File: config.mk
export PLATFORM = sky130hd
export DESIGN_NAME = aes_round_mix_stage
export DESIGN_NICKNAME = d
export VERILOG_FILES = /design/src/rtl/aes_round_mix_stage.sv
export SDC_FILE = /design/constraint.sdc
export NUM_CORES = 1
export LEC_CHECK = 0
export BUFFER_PORTS_ARGS = -buffer_cell sky130_fd_sc_hd__buf_4
export CAP_MARGIN = 40
export CORE_ASPECT_RATIO = 1.75
export CORE_MARGIN = 4
export CORE_UTILIZATION = 30
export CTS_CLUSTER_DIAMETER = 40
export DETAILED_ROUTE_END_ITERATION = 8
export GPL_ROUTABILITY_DRIVEN = 0
export GPL_TIMING_DRIVEN = 0
export PLACE_DENSITY = 0.55
export SETUP_SLACK_MARGIN = 0.4
export SLEW_MARGIN = 25
export SYNTH_ARGS = -nofsm -noshare
export SYNTH_HDL_FRONTEND = slang
export SYNTH_SLANG_ARGS = --single-unit
File: constraint.sdc
create_clock -name clk -period 1.9 [get_ports clk]
set_clock_uncertainty 0.2 [all_clocks]
set_input_delay 0.095 -clock clk [delete_from_list [all_inputs] [get_ports clk]]
set_output_delay 0.095 -clock clk [all_outputs]
set_load 0.01 [all_outputs]
File: src/rtl/aes_round_mix_stage.sv
// AES-128 encrypt round back-end: ShiftRows -> MixColumns (bypassed on the
// final round) -> AddRoundKey, registered behind a valid/ready handshake.
// Optional build macro: AES_STAGE_SKID_EN adds a one-entry skid buffer so that
// in_ready becomes a register output instead of a combinational path from
// out_ready.
module aes_round_mix_stage #(
  parameter int TAG_W = 4
) (
  input  logic             clk,
  input  logic             rst,
  input  logic             in_valid,
  output logic             in_ready,
  input  logic [127:0]     in_state,
  input  logic [127:0]     in_key,
  input  logic             in_last,
  input  logic [TAG_W-1:0] in_tag,
  output logic             out_valid,
  input  logic             out_ready,
  output logic [127:0]     out_state,
  output logic             out_last,
  output logic [TAG_W-1:0] out_tag
);

  // GF(2^8) multiply-by-2 with reduction polynomial 0x11B
  function automatic logic [7:0] xtime(input logic [7:0] b);
    return {b[6:0], 1'b0} ^ (b[7] ? 8'h1B : 8'h00);
  endfunction

  logic [7:0]   w_in_b  [16];
  logic [7:0]   w_sr_b  [16];
  logic [7:0]   w_mc_b  [16];
  logic [127:0] w_result;
  logic         w_in_fire;
  logic         w_out_fire;

  logic             r_out_valid;
  logic [127:0]     r_out_state;
  logic             r_out_last;
  logic [TAG_W-1:0] r_out_tag;

  // Unpack the state into FIPS byte order: byte k lives at [127-8k -: 8]
  always_comb begin
    for (int unsigned k = 0; k < 16; k++) begin
      w_in_b[k] = in_state[127-8*k -: 8];
    end
  end

  // ShiftRows: s'[r][c] = s[r][(c+r) mod 4], byte index r+4c
  always_comb begin
    for (int unsigned c = 0; c < 4; c++) begin
      for (int unsigned r = 0; r < 4; r++) begin
        w_sr_b[r+4*c] = w_in_b[r+4*((c+r)%4)];
      end
    end
  end

  // MixColumns: each output byte = 2*a[r] ^ 3*a[r+1] ^ a[r+2] ^ a[r+3]
  always_comb begin
    for (int unsigned c = 0; c < 4; c++) begin
      for (int unsigned r = 0; r < 4; r++) begin
        w_mc_b[r+4*c] = xtime(w_sr_b[r+4*c])
                      ^ xtime(w_sr_b[((r+1)%4)+4*c]) ^ w_sr_b[((r+1)%4)+4*c]
                      ^ w_sr_b[((r+2)%4)+4*c]
                      ^ w_sr_b[((r+3)%4)+4*c];
      end
    end
  end

  // AddRoundKey on either the mixed or the merely shifted state
  always_comb begin
    w_result = '0;
    for (int unsigned k = 0; k < 16; k++) begin
      w_result[127-8*k -: 8] = (in_last ? w_sr_b[k] : w_mc_b[k]) ^ in_key[127-8*k -: 8];
    end
  end

  assign w_out_fire = r_out_valid && out_ready;
  assign w_in_fire  = in_valid && in_ready;

`ifdef AES_STAGE_SKID_EN

  logic             r_in_ready;
  logic             r_skid_valid;
  logic [127:0]     r_skid_state;
  logic             r_skid_last;
  logic [TAG_W-1:0] r_skid_tag;
  logic             w_out_free;

  // r_in_ready mirrors "skid empty"; it resets to 1 so the first cycle after
  // reset can accept, and rst masks it while reset is held.
  assign in_ready   = r_in_ready && !rst;
  assign w_out_free = !r_out_valid || out_ready;

  // Output register plus one-entry skid: fill when stalled, drain on next out transfer
  always_ff @(posedge clk) begin
    if (rst) begin
      r_out_valid  <= 1'b0;
      r_out_state  <= '0;
      r_out_last   <= 1'b0;
      r_out_tag    <= '0;
      r_skid_valid <= 1'b0;
      r_skid_state <= '0;
      r_skid_last  <= 1'b0;
      r_skid_tag   <= '0;
      r_in_ready   <= 1'b1;
    end else if (r_skid_valid) begin
      if (w_out_fire) begin
        r_out_state  <= r_skid_state;
        r_out_last   <= r_skid_last;
        r_out_tag    <= r_skid_tag;
        r_skid_valid <= 1'b0;
        r_in_ready   <= 1'b1;
      end
    end else if (w_in_fire) begin
      if (w_out_free) begin
        r_out_valid <= 1'b1;
        r_out_state <= w_result;
        r_out_last  <= in_last;
        r_out_tag   <= in_tag;
      end else begin
        r_skid_valid <= 1'b1;
        r_skid_state <= w_result;
        r_skid_last  <= in_last;
        r_skid_tag   <= in_tag;
        r_in_ready   <= 1'b0;
      end
    end else if (w_out_fire) begin
      r_out_valid <= 1'b0;
    end
  end

`else

  assign in_ready = !rst && (!r_out_valid || out_ready);

  // Single output register: load on accept, clear valid once consumed
  always_ff @(posedge clk) begin
    if (rst) begin
      r_out_valid <= 1'b0;
      r_out_state <= '0;
      r_out_last  <= 1'b0;
      r_out_tag   <= '0;
    end else if (w_in_fire) begin
      r_out_valid <= 1'b1;
      r_out_state <= w_result;
      r_out_last  <= in_last;
      r_out_tag   <= in_tag;
    end else if (w_out_fire) begin
      r_out_valid <= 1'b0;
    end
  end

`endif

  assign out_valid = r_out_valid;
  assign out_state = r_out_state;
  assign out_last  = r_out_last;
  assign out_tag   = r_out_tag;

endmodule
==> results of run 1 <==
==> cell usage in the layout, fill, tap and decap left out, types with 39 or more instances in the layout <==
| cell | synthesis | routed |
|---|---|---|
| a211oi_1 | 51 | 50 |
| a311o_1 | 39 | 39 |
| and2_1 | 50 | 50 |
| buf_4 | 4 | 371 |
| clkbuf_1 | 135 | 59 |
| dfxtp_1 | 134 | 133 |
| dlygate4sd3_1 | 0 | 244 |
| mux2i_1 | 40 | 40 |
| nand2_1 | 72 | 71 |
| nand2b_1 | 51 | 51 |
| nand3_1 | 106 | 105 |
| nand4_1 | 86 | 86 |
| nor2_1 | 82 | 82 |
| nor2b_1 | 43 | 42 |
| o211a_1 | 50 | 50 |
| o211ai_1 | 74 | 74 |
| o31ai_1 | 92 | 79 |
| xnor2_1 | 104 | 86 |
| xnor3_1 | 118 | 118 |
| xor2_1 | 78 | 77 |
==> worst min path at each step <==
stage          cells after the start         start  slack (ns)             to
5_1_grt                            3  in_state[50]       0.008  out_state[82]
3_3_place_gp                       3     in_tag[3]        0.09     out_tag[3]
3_5_place_dp                       3     in_tag[2]        0.09     out_tag[2]
2_1_floorplan                      1           rst       -0.04      out_valid
6_report                           4  in_state[63]        0.01  out_state[63]
4_1_cts                            4  in_state[63]       0.002  out_state[63]
==> power groups by stage <==
stage	registers [W]	clock network, W	logic, W
after floorplan	0.00351	0	0.00352
after global placement	0.00342	0	0.00583
after detailed placement	0.00342	0	0.00592
after CTS	0.00336	0.00398	0.00656
after global routing	0.00340	0.00402	0.00700
final	0.00337	0.00394	0.00668
==> per-stage QoR <==
step	util (%)	hold slack, ns	cells
floorplan	-	-0.0433	1589
detailed placement	38.8	0.0870	2595
finish	47.0	0.00980	2899
CTS	46.5	0.00169	2887
global placement	38.6	0.0858	2586
global route	47.0	0.00770	2898
==> kinds of logic after synthesis <==
kind of cell,count (synthesis),share of synthesized area [%]
AND/OR/NAND/NOR,518,18.6
XOR/XNOR,347,35.7
flip-flops,134,18.1
multiplexers,42,2.85
AO/OA/AOI/OAI,350,19.4
buffers and inverters,198,5.37
==> cell type report <==
cell class,instances,area (sq um),share of cell area (%)
Timing Repair Buffer,623,5490,23.9
Sequential cell,134,2680,11.7
Inverter,4,15.0,0.0654
Buffer,194,1590,6.94
Clock inverter,9,175,0.763
Tap cell,654,818,3.56
Multi-Input combinational cell,1258,11700,51.0
Antenna cell,2,5.00,0.0218
Clock buffer,21,460,2.00
==> flip-flops by register name, summed over array words and instances (netlist names) <==
signal / count
out_state: 128
out_tag: 4
out_last: 1
out_valid: 1
==> what timing repair did <==
| item | CTS | global route |
|---|---|---|
| buffers inserted | 9 | 6 |
| gates cloned | 9 | 4 |
| endpoints found under the setup margin | 134 | 134 |
| pin swaps | 7 | 28 |
| gates resized for setup | 90 | 38 |
| hold buffers | 244 | 0 |
| hold endpoints to repair | 133 | 0 |
==> worst register-to-register path: cells and delay by family (launching register included) <==
family                 cells  cell delay, ns
flip-flops                 1            0.33
buffers and inverters      3            0.59
AO/OA/AOI/OAI              1            0.17
AND/OR/NAND/NOR            3            0.50
==> per-layer routing <==
metal  global-route usage [%]  vias to the layer above  wire (um)
met4                     14.1                        0       4090
met3                     4.74                      185       4650
met5                        0                        -          0
li1                         -                     7203          -
met1                     31.1                     7949      29100
met2                     53.1                      788      42200
==> metrics, run 1 <==
outcome complete, no violations; port bufs 343; Clock power frac 28.2%; sequential share of power 24.1%; post-layout minimum cycle time 1.87 ns; ys flop type dfxtp_1; placed standard-cell area 19000 sq um; family with the most delay on the worst path buffers and inverters; critical path endpoint category flop; CTS tree done; initial antenna violation count 2; Total GRT Usage 28.6%; Post-synth EDFFs 0; HPWL Detailed 59800 um; FF-to-FF setup slack 0.03 ns; I/O Pins 400; Pre-antenna DRT Iters 5; Placeable Area 48900 sq um; share of post-route cells with drive strength above 1 26.3%; initial core utilization 30.4%; Setup crit start kind flop; worst flop-to-flop path endpoint out_state[93]; pwr/cell area 609 nW/um^2; Synth Net Count 1854; Worst VDD drop 0.472 mV; fillers 4780; crit path from out_valid; sw frac 35.5%; Vias/cell 5.56; Worst Path Buf+Inv 3; H-tree Lvls 4; area grow syn2layout 54.6%; Clock Path Buffers 2; Logic pwr share 47.7%; Ys Warns 0; final slew viol count 0; die width 176 um; largest net degree at the start of global routing 17; slowest stage delay, CP 0.33 ns; post-route cell area 23000 sq um; CP Depth 7; die area 53300 sq um; syn avg cell area 9.35 sq um; Synth area leader dfxtp_1; WS Path Type flop to flop; Synth Cell Area 14900 sq um; P_leak 10.6 nW; worst skew pair latency 0.45 ns; total grt overflow 0; crit path capture out_state[93]; Final Hold Vio Count 0; row cnt 107; final antenna-violating net count 0; Root Buffer clkbuf_16; CTS Buf Count 17; routed wire length 80100 um; Worst R2R Path Depth 7; Tcrit/Tclk final 98.4%; Switch Pwr 0.00496 W; top-count cell post-synth clkbuf_1; share of the synthesized area in the top cell type 18.1%; top post-synthesis cells by count clkbuf_1 (135), dfxtp_1 (134), xnor3_1 (118); internal cell power 0.00903 W; Mapped Cells 1589; most area-consuming cells after synthesis dfxtp_1 (18%), xnor3_1 (18%), xnor2_1 (6.1%); Max FO, Critical Path 6; worst setup margin 0.0296 ns; overall power 0.0140 W; arrival time worst endpoint 2.04 ns; Reg clk slew, reported paths 0.07 ns; routed via count 16.1k; Final Net Count 2497; share of synthesized registers carrying an async set or reset 0%; Most common cell on crit path clkbuf_16; slowest CP cell dfxtp_2; post-synthesis cell type count 43; DR DRC count 0; slew margin rel. 44.7%; fmax 535 MHz; WL/cell 27.6 um; #FFs+latches synth 134; first-pass GRT wire length 113000 um; Sink Count 134; vias in the first global route 16.7k; RSZ-0062 raised after global routing yes; dpl ws -0.753 ns; Hold Crit Class input port to flop; die height 302 um; max-cap violations 0; post-synthesis sequential area ratio 18.1%; reg2reg start out_valid; Setup Total Neg Slack 0 ns; final setup vio count 0; initial drt markers 1121; CP cell instances nor2b_4 > clkbuf_16 > nor3_4 > clkbuf_16 > nand2_8 > clkbuf_16 > o211ai_1; worst endpoint required time 2.07 ns; Worst-Margin Slew 0.830 ns
Power figures use the tool's default switching activity.
==> inputs of run 2 (changes only) <==
CORE_MARGIN = unset   (was 4)
CORE_UTILIZATION = 50   (was 30)
PLACE_DENSITY = 0.83   (was 0.55)
==> metrics, run 2 (synthesized netlist as in run 1, its figures left out) <==
final setup vio count 1 (+1); final slew viol count 0 (unchanged); Final Net Count 2491 (-0.24%); die width 132 um (-25%); pwr/cell area 618 nW/um^2 (+1.4%); Pre-antenna DRT Iters 8 (+3); arrival time worst endpoint 2.10 ns (+0.06 ns); share of post-route cells with drive strength above 1 26.9% (+0.67 points); worst endpoint required time 2.09 ns (+0.02 ns); worst skew pair latency 0.48 ns (+0.03 ns); Hold Path Origin in_state[74]; Hold Crit Class input port to flop; routed wire length 74900 um (-6.5%); critical path endpoint category flop; slowest CP cell clkbuf_2; Clock Path Buffers 2 (unchanged); H-tree Lvls 4 (unchanged); commonest non-fill, non-tap cells in the layout buf_4 (364), dlygate4sd3_1 (250), dfxtp_1 (133); FF-to-FF setup slack 0.01 ns (-0.02 ns); slowest stage delay, CP 0.52 ns (+0.19 ns); Worst VDD drop 0.808 mV (+71%); Worst R2R Path Depth 7 (unchanged); area grow syn2layout 52.3%; port bufs 343 (unchanged); Most common cell on crit path clkbuf_2; initial drt markers 2170 (+94%); fmax 523 MHz (-2.1%); Max FO, Critical Path 10 (+4); CP cell instances buf_2 > clkbuf_2 > clkbuf_1 > clkbuf_2 > nand3_1 > o211ai_1; first-pass GRT wire length 109000 um (-3.4%); DP Cell Count 2316 (-11%); row cnt 83 (-22%); post-layout minimum cycle time 1.91 ns (+0.0407 ns); routed via count 17.8k (+11%); worst setup margin -0.0110 ns (-0.0407 ns); Setup crit start kind input port; internal cell power 0.00892 W (-1.2%); CTS tree done; Root Buffer clkbuf_16; commonest non-fill, non-tap cell in the layout buf_4; Clock power frac 27.5% (-0.7 points); Switch Pwr 0.00505 W (+1.9%); initial antenna violation count 5 (+3); family with the most delay on the worst path buffers and inverters; Worst-Margin Slew 0.890 ns (+0.0600 ns); outcome complete, but fails checks; sequential share of power 24.3% (+0.2 points); Sink Count 134 (unchanged); Reg clk slew, reported paths 0.07 ns (about the same); reg2reg start out_valid; vias in the first global route 17.9k (+7.4%); Logic pwr share 48.1% (+0.4 points); die area 30400 sq um (-43%); max FFs per register 128 (unchanged); WL/cell 28.5 um (+3.2%); P_leak 10.6 nW (-0.65%); Vias/cell 6.80 (+22%); CTS Buf Count 17 (unchanged); Hold Path Cell Cnt 4 (unchanged); initial core utilization 50.7% (+20 points); footprint of the multi-input gates 11900 sq um (+1.4%); RSZ-0062 raised after global routing yes; sw frac 36.2% (+0.72 points); largest net degree at the start of global routing 17 (unchanged); final antenna-violating net count 0 (unchanged); total grt overflow 0 (unchanged); WS Path Type input port to flop; fillers 1811 (-62%); Tcrit/Tclk final 101% (+2.1 points); worst hold endpoint out_state[10]; slew margin rel. 40.7% (-4.0 points); HPWL Detailed 48300 um (-19%); failing checks setup timing; Placeable Area 29300 sq um (-40%); Worst Path Buf+Inv 4 (+1); Final Hold Vio Count 0 (unchanged); DR DRC count 0 (unchanged); worst hold margin 0.00543 ns (-0.00437 ns); Post-Layout Cell Count 2626 (-9.4%); Total GRT Usage 48.0% (+19 points); register area 2690 sq um (about the same); worst flop-to-flop path endpoint out_state[68]; I/O Pins 400 (unchanged); max-cap violations 0 (unchanged); die height 230 um (-24%)
run 2: worst register-to-register path: stages (launching register included):
cell and delay [ns]:
dfxtp_4 0.36, nor2b_4 0.13, clkbuf_16 0.16, nor3_4 0.25, buf_8 0.18, clkbuf_4 0.24, o2111ai_1 0.15, nand3_1 0.15
run 2: power by group through the flow:
stage	clock (W)	sequential (W)	combinational, W
2_1_floorplan	0	0.00351	0.00352
3_3_place_gp	0	0.00341	0.00553
3_5_place_dp	0	0.00342	0.00565
4_1_cts	0.00379	0.00336	0.00620
5_1_grt	0.00390	0.00342	0.00695
6_report	0.00385	0.00340	0.00673
run 2: per-layer routing:
layer	wire length (um)	global-route usage (%)
met5	0	0.163
met2	35200	79.4
met1	23600	51.1
met3	8350	12.1
met4	7620	41.2
run 2: layout make-up:
type	instances	area share (%)
Timing Repair Buffer	617	24.1
Clock buffer	20	2.06
Inverter	4	0.0664
Sequential cell	134	11.9
Antenna cell	5	0.0553
Tap cell	382	2.11
Clock inverter	12	0.774
Buffer	194	6.43
Multi-Input combinational cell	1258	52.5
run 2: worst max path at each step:
stage | from | endpoint | slack [ns] | depth (start not counted)
6_report | in_last | out_state[45] | -0.01 | 6
5_1_grt | in_last | out_state[93] | -0.03 | 6
4_1_cts | out_valid | out_state[36] | 0.1 | 7
3_5_place_dp | in_last | out_state[42] | -0.73 | 6
3_3_place_gp | in_last | out_state[45] | -1.02 | 6
2_1_floorplan | in_state[111] | out_state[43] | 0.27 | 5
run 2: through the flow:
step,cell area (sq um),TNS [ns],worst slack [ns],total power [W],util (%)
floorplan,15500,0,0.267,0.00703,-
global placement,18500,-58.60,-1.02,0.00894,63.3
detailed placement,18600,-49.96,-0.726,0.00907,63.3
CTS,21900,0,0.0957,0.0133,74.9
global route,22600,-0.0925,-0.0344,0.0143,77.2
finish,22600,-0.0110,-0.0110,0.0140,77.3
run 2: what timing repair did:
| action | CTS | global route |
|---|---|---|
| cloned | 2 | 9 |
| hold endpoints to repair | 133 | 1 |
| setup endpoints to repair | 134 | 134 |
| gates resized for setup | 49 | 107 |
| hold buffers | 249 | 1 |
| setup buffers | 2 | 10 |
| pin swaps | 5 | 38 |
